File: config.mk
export PLATFORM = sky130hd
export DESIGN_NAME = expr_scan
export DESIGN_NICKNAME = d
export VERILOG_FILES = /design/src/rtl/expr_scan.sv
export SDC_FILE = /design/constraint.sdc
export NUM_CORES = 1
export LEC_CHECK = 0
export BUFFER_PORTS_ARGS = -buffer_cell sky130_fd_sc_hd__buf_2
export CORE_UTILIZATION = 53
export CTS_BUF_LIST = sky130_fd_sc_hd__clkbuf_8
export CTS_CLUSTER_DIAMETER = 150
export DETAILED_ROUTE_END_ITERATION = 6
export GPL_ROUTABILITY_DRIVEN = 0
export PLACE_DENSITY = 0.87
export REMOVE_ABC_BUFFERS = 1
export SLEW_MARGIN = 20
export SYNTH_ARGS = -nofsm -noshare
export SYNTH_HDL_FRONTEND = slang
export SYNTH_SLANG_ARGS = --single-unit
File: constraint.sdc
create_clock -name clk -period 2 [get_ports clk]
set_input_delay 0.6 -clock clk [delete_from_list [all_inputs] [get_ports clk]]
set_output_delay 0.6 -clock clk [all_outputs]
set_load 0.02 [all_outputs]
File: src/rtl/expr_scan.sv
// rtl/expr_scan.sv - streaming infix expression recogniser, one ASCII byte per in_vld strobe
// Define EXPR_PAREN_EN to accept nested parentheses; otherwise '(' and ')' are illegal bytes.
module expr_scan #(
  parameter int MAX_DIGITS = 4,
  parameter int DEPTH_W    = 3,
  parameter int CNT_W      = 8
) (
  input  logic               clk,
  input  logic               clr_n,
  input  logic               restart,
  input  logic               in_vld,
  input  logic [7:0]         in,
  output logic               out,
  output logic               err,
  output logic [DEPTH_W-1:0] depth,
  output logic [CNT_W-1:0]   ops
);

  localparam int              DCW  = $clog2(MAX_DIGITS + 1);
  localparam logic [DCW-1:0]  DMAX = DCW'(MAX_DIGITS);
  localparam logic [CNT_W-1:0] CMAX = '1;

`ifdef EXPR_PAREN_EN
  typedef enum logic [2:0] {S_EMPTY, S_NUM, S_OP, S_LP, S_RP, S_ERR} state_t;
`else
  typedef enum logic [2:0] {S_EMPTY, S_NUM, S_OP, S_ERR} state_t;
`endif

  typedef enum logic [2:0] {C_D, C_O, C_L, C_R, C_X} cls_t;

  state_t           state, state_n;
  cls_t             cls;
  logic [DCW-1:0]   dcnt, dcnt_n;
  logic [CNT_W-1:0] ops_q, ops_n;
  logic             after_operand;
  logic             expects_operand;
  logic             at_top;

`ifdef EXPR_PAREN_EN
  localparam logic [DEPTH_W-1:0] PMAX = '1;
  logic [DEPTH_W-1:0] depth_q, depth_n;

  assign after_operand   = (state == S_NUM) || (state == S_RP);
  assign expects_operand = (state == S_EMPTY) || (state == S_OP) || (state == S_LP);
  assign at_top          = (depth_q == '0);
  assign depth           = depth_q;
`else
  assign after_operand   = (state == S_NUM);
  assign expects_operand = (state == S_EMPTY) || (state == S_OP);
  assign at_top          = 1'b1;
  assign depth           = '0;
`endif

  always_comb begin
    cls = C_X;
    case (in)
      8'h2b, 8'h2d, 8'h2a, 8'h2f: cls = C_O;
`ifdef EXPR_PAREN_EN
      8'h28: cls = C_L;
      8'h29: cls = C_R;
`endif
      default: if (in >= 8'h30 && in <= 8'h39) cls = C_D;
    endcase
  end

  // Every path to S_ERR leaves the counters untouched, so they freeze at pre-error values.
  always_comb begin
    state_n = state;
    dcnt_n  = dcnt;
    ops_n   = ops_q;
`ifdef EXPR_PAREN_EN
    depth_n = depth_q;
`endif
    if (in_vld && state != S_ERR) begin
      case (cls)
        C_D: begin
          if (state == S_NUM) begin
            if (dcnt < DMAX) dcnt_n = dcnt + 1'b1;
            else             state_n = S_ERR;
          end else if (expects_operand) begin
            state_n = S_NUM;
            dcnt_n  = DCW'(1);
          end else begin
            state_n = S_ERR;
          end
        end
        C_O: begin
          if (after_operand) begin
            state_n = S_OP;
            if (ops_q != CMAX) ops_n = ops_q + 1'b1;
          end else begin
            state_n = S_ERR;
          end
        end
`ifdef EXPR_PAREN_EN
        C_L: begin
          if (expects_operand && depth_q != PMAX) begin
            state_n = S_LP;
            depth_n = depth_q + 1'b1;
          end else begin
            state_n = S_ERR;
          end
        end
        C_R: begin
          if (after_operand && depth_q != '0) begin
            state_n = S_RP;
            depth_n = depth_q - 1'b1;
          end else begin
            state_n = S_ERR;
          end
        end
`endif
        default: state_n = S_ERR;
      endcase
    end
  end

  always_ff @(posedge clk or negedge clr_n) begin
    if (!clr_n) begin
      state <= S_EMPTY;
      dcnt  <= '0;
      ops_q <= '0;
    end else if (restart) begin
      state <= S_EMPTY;
      dcnt  <= '0;
      ops_q <= '0;
    end else begin
      state <= state_n;
      dcnt  <= dcnt_n;
      ops_q <= ops_n;
    end
  end

`ifdef EXPR_PAREN_EN
  always_ff @(posedge clk or negedge clr_n) begin
    if (!clr_n)       depth_q <= '0;
    else if (restart) depth_q <= '0;
    else              depth_q <= depth_n;
  end
`endif

  assign out = after_operand && at_top;
  assign err = (state == S_ERR);
  assign ops = ops_q;

endmodule

==> impl_metrics.toml, run 1 <==
[outcome]
outcome = "completed"

[sta]
fin_crit_ns = 1.798
worst_hold_slack_ns = 0.2332
clock_skew_ns = 0.005193
rsz0062_at_grt = "false"
hold_violations = 0
tns_ns = 0
fmax_mhz = 556.3
period_share_pct = 89.88
maxSlewViolCount = 0
max-slew-margin-rel_pct = 65.40
worstMarginPinSlew_ns = 0.5189
setup_viol = 0

[logic_synthesis]
synth_largest_area_cell = "dfrtp_1"
syn-instance-count = 89
synth_top_family_by_area = "simple AND/OR/NAND/NOR gates"
ys_seq_area_share_pct = 37.36
yosys-mux-area-fraction_pct = 6.897
syn-cell-area_um2 = 870.8
synth_edf_count = 0
ys_seq_elements = 13
yosysTopAreaCellShare_pct = 37.36
yosysUniqueCellTypes = 38
avgSynthCellArea_um2 = 9.785
yosys.area_share.adder_pct = 2.874
ys_warn_count = 0
ys.flop_type = "dfrtp_1"
async_flop_share_pct = 100.0
synth_xor_area_share_pct = 0
synthSimpleGateAreaFrac_pct = 25.14
synth_compound_area_share_pct = 19.40
synth.area.top_cells = "dfrtp_1 37%, mux2_4 6.9%, buf_4 4.3%"

[clocking]
cts.repair.resized = 0
root_buffer = "clkbuf_8"
cts_setup_buffers = 0
cts.reportedPaths.clkPinSlew_ns = 0.06
clk_latency_ns = 0.25
htreeDepth = 1
numCtsBuffers = 3
cts.sinks = 13
clock_path_buffers = 2
cts_hold_buf = 0
cts_tree = "built"

[place]
place_area_um2 = 991.0
io_buffers = 21
post-dp-hpwl_mm = 1.405

[power_and_ir_drop]
ir_drop_v = 0.0005776
p_leak_nw = 0.4779
power_density_mw_per_mm2 = 628.0

[cells_and_area]
area_growth_pct = 18.97
final_util_pct = 67.98
design_area_mm2 = 0.001036
drive_above_1_share_pct = 35.40
final_nets = 128
num_antenna_cells = 0

[global_routing]
grt_pass1_wl_mm = 3.312
grtUsageTotal_pct = 25.09
grt_pass1_vias = 729
grt_max_degree = 14
overflow = 0
antenna_found_initial = 0

[die]
num_rows = 14
die_h_um = 42.54
core_region_area_mm2 = 0.001524
dieArea_mm2 = 0.001809
fp.dieW_um = 42.54
initial_utilization_pct = 57.14
ios = 25

[detailed_routing]
route.detailed.drc = 0
drt-initial-drc-count = 9
avgRoutedWirePerCell_um = 14.75
vias_per_cell = 5.977
wl_mm = 1.903
vias = 771
postRouteAntennaNets = 0
dr.pass1.iters = 4

[worst_hold_path]
hold_path_class = "in2async"

[critical_path]
arrival_ns = 1.93
cp-end-kind = "register"
critical_path_class = "in2reg"
ff2ff_setup_slack_ns = 0.26
r2r-start = "state[1]$_DFFE_PN0P_"
cp-startpoint = "in[7]"
reg2regPathDepth = 4
cp-start-kind = "input pin"
cp.required_ns = 2.13
critical_path_peak_fanout = 9
rr_endpoint = "ops[6]$_DFFE_PN0P_"

[job]
maxCapViolCount = 0
[sequential cells by signal (all words and copies together) (netlist names)]
register	cells
ops	8
state	2
dcnt	3
[through the flow]
stage               std cells  power [mW]  setup slack (ns)
floorplan                  83      0.3628           0.06166
global placement          125      0.4121           0.01438
detailed placement        125      0.4197          -0.04647
CTS                       129      0.6577            0.2150
global route              129      0.6841            0.1059
finish                    129      0.6506            0.2025
[how the worst max path moves through the flow]
| stage | to | cells past startpoint | slack [ns] |
|---|---|---|---|
| 6_report | ops[6]$_DFFE_PN0P_ | 5 | 0.20 |
| 5_1_grt | ops[6]$_DFFE_PN0P_ | 5 | 0.11 |
| 4_1_cts | ops[6]$_DFFE_PN0P_ | 5 | 0.22 |
| 3_5_place_dp | ops[6]$_DFFE_PN0P_ | 5 | -0.05 |
| 3_3_place_gp | ops[6]$_DFFE_PN0P_ | 5 | 0.01 |
| 2_1_floorplan | ops[6]$_DFFE_PN0P_ | 5 | 0.06 |
[synthesized netlist by cell type (2+ instances only)]
cell type and instances:
clkbuf_1 2, nor2_1 5, ha_1 2, nand3_1 3
mux2_4 4, nor2b_1 4, o31ai_1 4, nand2_1 4
nor4_2 3, a21oi_1 5, dfrtp_1 13, or4_1 3
inv_1 5, buf_4 5, a31oi_1 2, nand4_1 2
o21ai_0 2
[metal layers]
| layer | routed length (um) | vias to the layer above | GRT usage (%) |
|---|---|---|---|
| met5 | 0 | - | 0 |
| met4 | 46 | 0 | 14.37 |
| met3 | 81 | 4 | 5.603 |
| met2 | 934 | 23 | 41.23 |
| met1 | 840 | 370 | 29.81 |
| li1 | - | 374 | - |
[critical path, cell delays in order]
cell and delay [ns]:
buf_2 0.10, nor3b_2 0.21, a41oi_2 0.31, nor4_2 0.38
mux2_4 0.32
[kinds of logic after synthesis]
| family | count (synthesis) |
|---|---|
| multiplexers | 4 |
| AO/OA/AOI/OAI | 23 |
| AND/OR/NAND/NOR | 33 |
| buffers and inverters | 13 |
| other | 1 |
| flip-flops | 13 |
| adder cells (fa/ha/maj) | 2 |
[cell usage in the layout (no fill, tap or decap), types with 4 or more instances in the layout]
cell type,synthesis,final
buf_2,1,21
dfrtp_1,13,13
inv_1,5,6
nor2_1,5,5
a21oi_1,5,5
buf_4,5,5
nor2b_1,4,4
mux2_4,4,4
o31ai_1,4,4
nand2_1,4,4
[report_power, final]
group / internal, mW / leakage (nW) / total, mW / switching, mW
Clock: 0.136 / 0.0269 / 0.236 / 0.100
Combinational: 0.0491 / 0.274 / 0.124 / 0.0749
Sequential: 0.275 / 0.177 / 0.291 / 0.0156
[area by class of cell]
cell class              instances  area, um^2
repair buffers                 26       142.6
clock inverters                 1       3.754
inverters                       5       18.77
multi-input cells              65       484.2
fillers                       127       488.0
clock buffers                   3       41.29
flip-flops and latches         13       325.3
well taps                      16       20.02
No activity file was read; power rests on OpenSTA's default activity.
==> run 2: changes to the inputs <==
--- a/config.mk
+++ b/config.mk
@@ -6,12 +6,11 @@
 export NUM_CORES = 1
 export LEC_CHECK = 0
 export BUFFER_PORTS_ARGS = -buffer_cell sky130_fd_sc_hd__buf_2
-export CORE_UTILIZATION = 53
-export CTS_BUF_LIST = sky130_fd_sc_hd__clkbuf_8
+export CORE_UTILIZATION = 50
 export CTS_CLUSTER_DIAMETER = 150
 export DETAILED_ROUTE_END_ITERATION = 6
 export GPL_ROUTABILITY_DRIVEN = 0
-export PLACE_DENSITY = 0.87
+export PLACE_DENSITY = 0.83
 export REMOVE_ABC_BUFFERS = 1
 export SLEW_MARGIN = 20
 export SYNTH_ARGS = -nofsm -noshare
==> constraint.sdc (replaced) <==
create_clock -name clk -period 1.7 [get_ports clk]
set_input_delay 0.51 -clock clk [delete_from_list [all_inputs] [get_ports clk]]
set_output_delay 0.51 -clock clk [all_outputs]
set_load 0.02 [all_outputs]
==> impl_metrics.toml, run 2 (synthesis results as in run 1) <==
[die]
core_region_area_mm2 = 0.001559
num_rows = 14
ios = 25
fp.dieW_um = 43.74
die_h_um = 43.74
initial_utilization_pct = 55.86
dieArea_mm2 = 0.001913

[critical_path]
cpMaxStageDelayCell = "or4_1"
critical_path_peak_fanout = 8
rr_endpoint = "ops[4]$_DFFE_PN0P_"
path_depth = 5
critical_path_class = "reg2reg"
cp-end-kind = "register"
ff2ff_setup_slack_ns = 0.06
cp-start-kind = "register"
arrival_ns = 1.84
cp.required_ns = 1.91
critPathMaxStageDelay_ns = 0.46
path_delay_family = "compound AO/OA/AOI/OAI gates"
path_cells = "a21boi_2 -> o22ai_2 -> buf_6 -> or4_1 -> a21oi_1"
r2r-start = "state[1]$_DFFE_PN0P_"
reg2regPathDepth = 5
crit_buf_inv = 1

[outcome]
violations = "design-rule violations"
outcome = "complete, but fails checks"

[worst_hold_path]
hold_path_class = "in2async"

[cells_and_area]
largest_register_ff_count = 8
drive_above_1_share_pct = 42.28
area_growth_pct = 28.16
design_area_mm2 = 0.001116
final.fill_count = 129
final_util_pct = 71.59
num_antenna_cells = 0
final_nets = 138
mostFrequentLayoutCells = "21 x buf_2, 14 x buf_4, 13 x dfrtp_1"
final_common_cell = "buf_2"

[place]
post-dp-hpwl_mm = 1.494
place_area_mm2 = 0.001066
io_buffers = 21

[sta]
maxSlewViolCount = 0
tns_ns = 0
fin_crit_ns = 1.636
period_share_pct = 96.25
setup_viol = 0
fmax_mhz = 611.2
clock_skew_ns = 0.002587
hold_violations = 0

[clocking]
cts_setup_buffers = 0
cts.reportedPaths.clkPinSlew_ns = 0.08
clock_path_buffers = 2
htreeDepth = 1
cts_tree = "built"
cts_hold_buf = 0
cts.sinks = 13
numCtsBuffers = 3
clk_latency_ns = 0.28
root_buffer = "clkbuf_4"

[detailed_routing]
postRouteAntennaNets = 0
drt-initial-drc-count = 16
dr.pass1.iters = 7
vias = 816
vias_per_cell = 5.871
wl_mm = 1.969
route.detailed.drc = 1
avgRoutedWirePerCell_um = 14.17

[power_and_ir_drop]
p_leak_nw = 0.5181
power_density_mw_per_mm2 = 642.6
ir_drop_v = 0.0005276

[global_routing]
grt_max_degree = 14
overflow = 0
grt_pass1_wl_mm = 3.194
grt_pass1_vias = 766
antenna_found_initial = 0
grtUsageTotal_pct = 22.82

[job]
maxCapViolCount = 0
[run 2: cell types whose count changed in the layout (fill, tap and decap cells not counted), sizes merged]
cell / previous run / this run
clkbuf: 3 / 4
inv: 6 / 5
buf: 26 / 36
[run 2: layout make-up]
| cell class | instances | area (um^2) | share of cell area [%] |
|---|---|---|---|
| repair buffers | 36 | 221.5 | 19.84 |
| clock buffers | 4 | 26.28 | 2.354 |
| flip-flops and latches | 13 | 325.3 | 29.15 |
| inverters | 5 | 18.77 | 1.682 |
| well taps | 16 | 20.02 | 1.794 |
| multi-input cells | 65 | 504.2 | 45.18 |
[run 2: metal layers]
metal,wire [um],vias up,GRT usage [%]
li1,-,396,-
met1,817,391,27.51
met2,1042,24,41.79
met3,79,5,2.500
met4,29,0,7.500
met5,0,-,0
[run 2: through the flow]
stage | instances | worst slack, ns | hold WS (ns) | total power, mW
floorplan | 83 | -0.2383 | 0.2144 | 0.4268
global placement | 135 | -0.2111 | 0.4089 | 0.5136
detailed placement | 135 | -0.2540 | 0.4144 | 0.5219
CTS | 139 | 0.02613 | 0.1096 | 0.7205
global route | 139 | -0.007987 | 0.1132 | 0.7550
finish | 139 | 0.06374 | 0.1062 | 0.7171
[run 2: worst max path at each step]
stage,endpoint,startpoint
2_1_floorplan,ops[6]$_DFFE_PN0P_,ops[0]$_DFFE_PN0P_
3_3_place_gp,ops[6]$_DFFE_PN0P_,in[7]
3_5_place_dp,ops[6]$_DFFE_PN0P_,in[7]
4_1_cts,ops[4]$_DFFE_PN0P_,ops[0]$_DFFE_PN0P_
5_1_grt,ops[4]$_DFFE_PN0P_,state[1]$_DFFE_PN0P_
6_report,ops[4]$_DFFE_PN0P_,state[1]$_DFFE_PN0P_
[run 2: worst reg2reg max path, stage by stage (launching register included)]
cell,delay [ns]
dfrtp_1,0.44
a21boi_2,0.24
o22ai_2,0.13
buf_6,0.15
or4_1,0.46
a21oi_1,0.15
[run 2: what timing repair did]
item,in CTS,in global routing
hold endpoints to repair,0,0
setup endpoints to repair,1,5
gates resized for setup,1,3
pin swaps,0,1
[run 2: where the power goes]
part	internal [mW]	switching, mW
Sequential	0.323	0.0120
Clock	0.0910	0.102
Combinational	0.0837	0.105
Total	0.497	0.220
==> run 3: changes to the inputs <==
--- a/config.mk
+++ b/config.mk
@@ -10,6 +10,7 @@
 export CTS_CLUSTER_DIAMETER = 150
 export DETAILED_ROUTE_END_ITERATION = 6
 export GPL_ROUTABILITY_DRIVEN = 0
+export GPL_TIMING_DRIVEN = 1
 export PLACE_DENSITY = 0.83
 export REMOVE_ABC_BUFFERS = 1
 export SLEW_MARGIN = 20
==> constraint.sdc (replaced) <==
create_clock -name clk -period 1.7 [get_ports clk]
set_input_delay 0.085 -clock clk [delete_from_list [all_inputs] [get_ports clk]]
set_output_delay 0.085 -clock clk [all_outputs]
set_load 0.02 [all_outputs]
==> impl_metrics.toml, run 3 (synthesis results as in run 1) <==
[detailed_routing]
dr.pass1.iters = 6
wl_mm = 2.010
vias_per_cell = 5.914
route.detailed.drc = 1
drt-initial-drc-count = 16
postRouteAntennaNets = 0
vias = 822
avgRoutedWirePerCell_um = 14.46

[clocking]
cts_tree = "built"
cts.reportedPaths.clkPinSlew_ns = 0.09
numCtsBuffers = 3
htreeDepth = 1
cts.sinks = 13
root_buffer = "clkbuf_4"
clock_path_buffers = 2
clk_latency_ns = 0.29

[critical_path]
cp.required_ns = 1.91
cp-start-kind = "register"
path_delay_family = "simple AND/OR/NAND/NOR gates"
cpMaxStageDelayCell = "or4_1"
arrival_ns = 1.84
path_cells = "ha_2 -> nand4b_1 -> o22ai_4 -> buf_4 -> or4_1 -> a21oi_1"
critical_path_peak_fanout = 6
critical_path_class = "reg2reg"
crit_buf_inv = 1
cp-end-kind = "register"
critPathMaxStageDelay_ns = 0.40

[global_routing]
grtUsageTotal_pct = 23.48
grt_pass1_wl_mm = 3.305
overflow = 0
antenna_found_initial = 0
grt_pass1_vias = 756
grt_max_degree = 17

[power_and_ir_drop]
intPower_mw = 0.5004
p_leak_nw = 0.5193
switching_share_pct = 31.11
p_comb_share_pct = 26.6
ir_drop_v = 0.0005672
power_frac_clock_pct = 27.4
power_density_mw_per_mm2 = 647.3
p_switching_mw = 0.2260
power_mw = 0.7264
p_seq_share_pct = 45.9

[sta]
clock_skew_ns = 0.008397
fmax_mhz = 612.3
period_share_pct = 96.07
hold_violations = 0
rsz0062_at_grt = "true"
setup_slack_ns = 0.06687
maxSlewViolCount = 0
fin_crit_ns = 1.633
setup_viol = 0

[die]
die_h_um = 43.74
fp.dieW_um = 43.74
initial_utilization_pct = 55.86
num_rows = 14
core_region_area_mm2 = 0.001559
dieArea_mm2 = 0.001913
ios = 25

[job]
maxCapViolCount = 0

[cells_and_area]
drive_above_1_share_pct = 41.46
design_area_mm2 = 0.001122
area_growth_pct = 28.88
largest_register_ff_count = 8
final_common_cell = "buf_2"
num_antenna_cells = 0
final_nets = 138
final_util_pct = 71.99
mostFrequentLayoutCells = "21 x buf_2, 14 x buf_4, 13 x dfrtp_1"
fin_cells = 139

[place]
io_buffers = 21
post-dp-hpwl_mm = 1.447
dp_slack_ns = -0.007574
place_area_mm2 = 0.001051
placed_cells = 133

[outcome]
violations = "design-rule violations"
outcome = "complete, but fails checks"

[worst_hold_path]
hold_path_class = "in2reg"
## run 3: cell types whose count changed in the layout (fill, tap and decap cells not counted), sizes merged
| cell | previous run | this run |
|---|---|---|
| buf | 36 | 35 |
| dlygate4sd3 | 0 | 1 |
## run 3: final timing paths
kind                                          start                    to  slack, ns  depth (start not counted)
max in group asynchronous                     clr_n  state[1]$_DFFE_PN0P_       1.26                          2
worst min register to register  dcnt[0]$_DFFE_PN0P_   dcnt[0]$_DFFE_PN0P_       0.57                          2
worst min-delay path                         in_vld   dcnt[2]$_DFFE_PN0P_       0.08                          2
worst max-delay path             ops[0]$_DFFE_PN0P_    ops[3]$_DFFE_PN0P_       0.07                          6
min in group asynchronous                     clr_n   dcnt[1]$_DFFE_PN0P_       0.20                          2
worst max register to register   ops[0]$_DFFE_PN0P_    ops[3]$_DFFE_PN0P_       0.07                          6
## run 3: metal layers
metal / GRT usage, % / vias to the layer above / part of all wire, %
met5: 0 / - / 0
met4: 11.25 / 0 / 1.9
met3: 3.750 / 6 / 4.7
met2: 40.30 / 28 / 50
met1: 28.42 / 394 / 43
li1: - / 394 / -
## run 3: layout make-up
cell class	instances	area (um^2)
multi-input combinational	65	511.7
fill	129	436.7
sequential	13	325.3
timing repair buffer	36	220.2
clock buffer	4	26.28
tap	16	20.02
inverter	5	18.77
## run 3: metrics by stage
stage | hold WS (ns) | setup TNS (ns)
global route | 0.08827 | 0
detailed placement | -0.01324 | -0.007574
CTS | 0.07628 | 0
finish | 0.08072 | 0
floorplan | -0.2106 | -1.122
global placement | -0.01425 | 0
## run 3: power groups by stage
stage | logic, mW | clock network [mW] | registers (mW)
after global routing | 0.210 | 0.217 | 0.336
after detailed placement | 0.173 | 0 | 0.340
final | 0.193 | 0.199 | 0.334
after floorplan | 0.0706 | 0 | 0.356
after CTS | 0.181 | 0.194 | 0.334
after global placement | 0.170 | 0 | 0.339
## run 3: timing repair
| item | CTS | global route |
|---|---|---|
| setup endpoints to repair | 4 | 3 |
| endpoints found under the hold margin | 13 | 0 |
| hold buffers | 1 | 0 |
| pin swaps | 0 | 3 |
| resized for setup | 2 | 2 |
| buffers inserted | 0 | 1 |
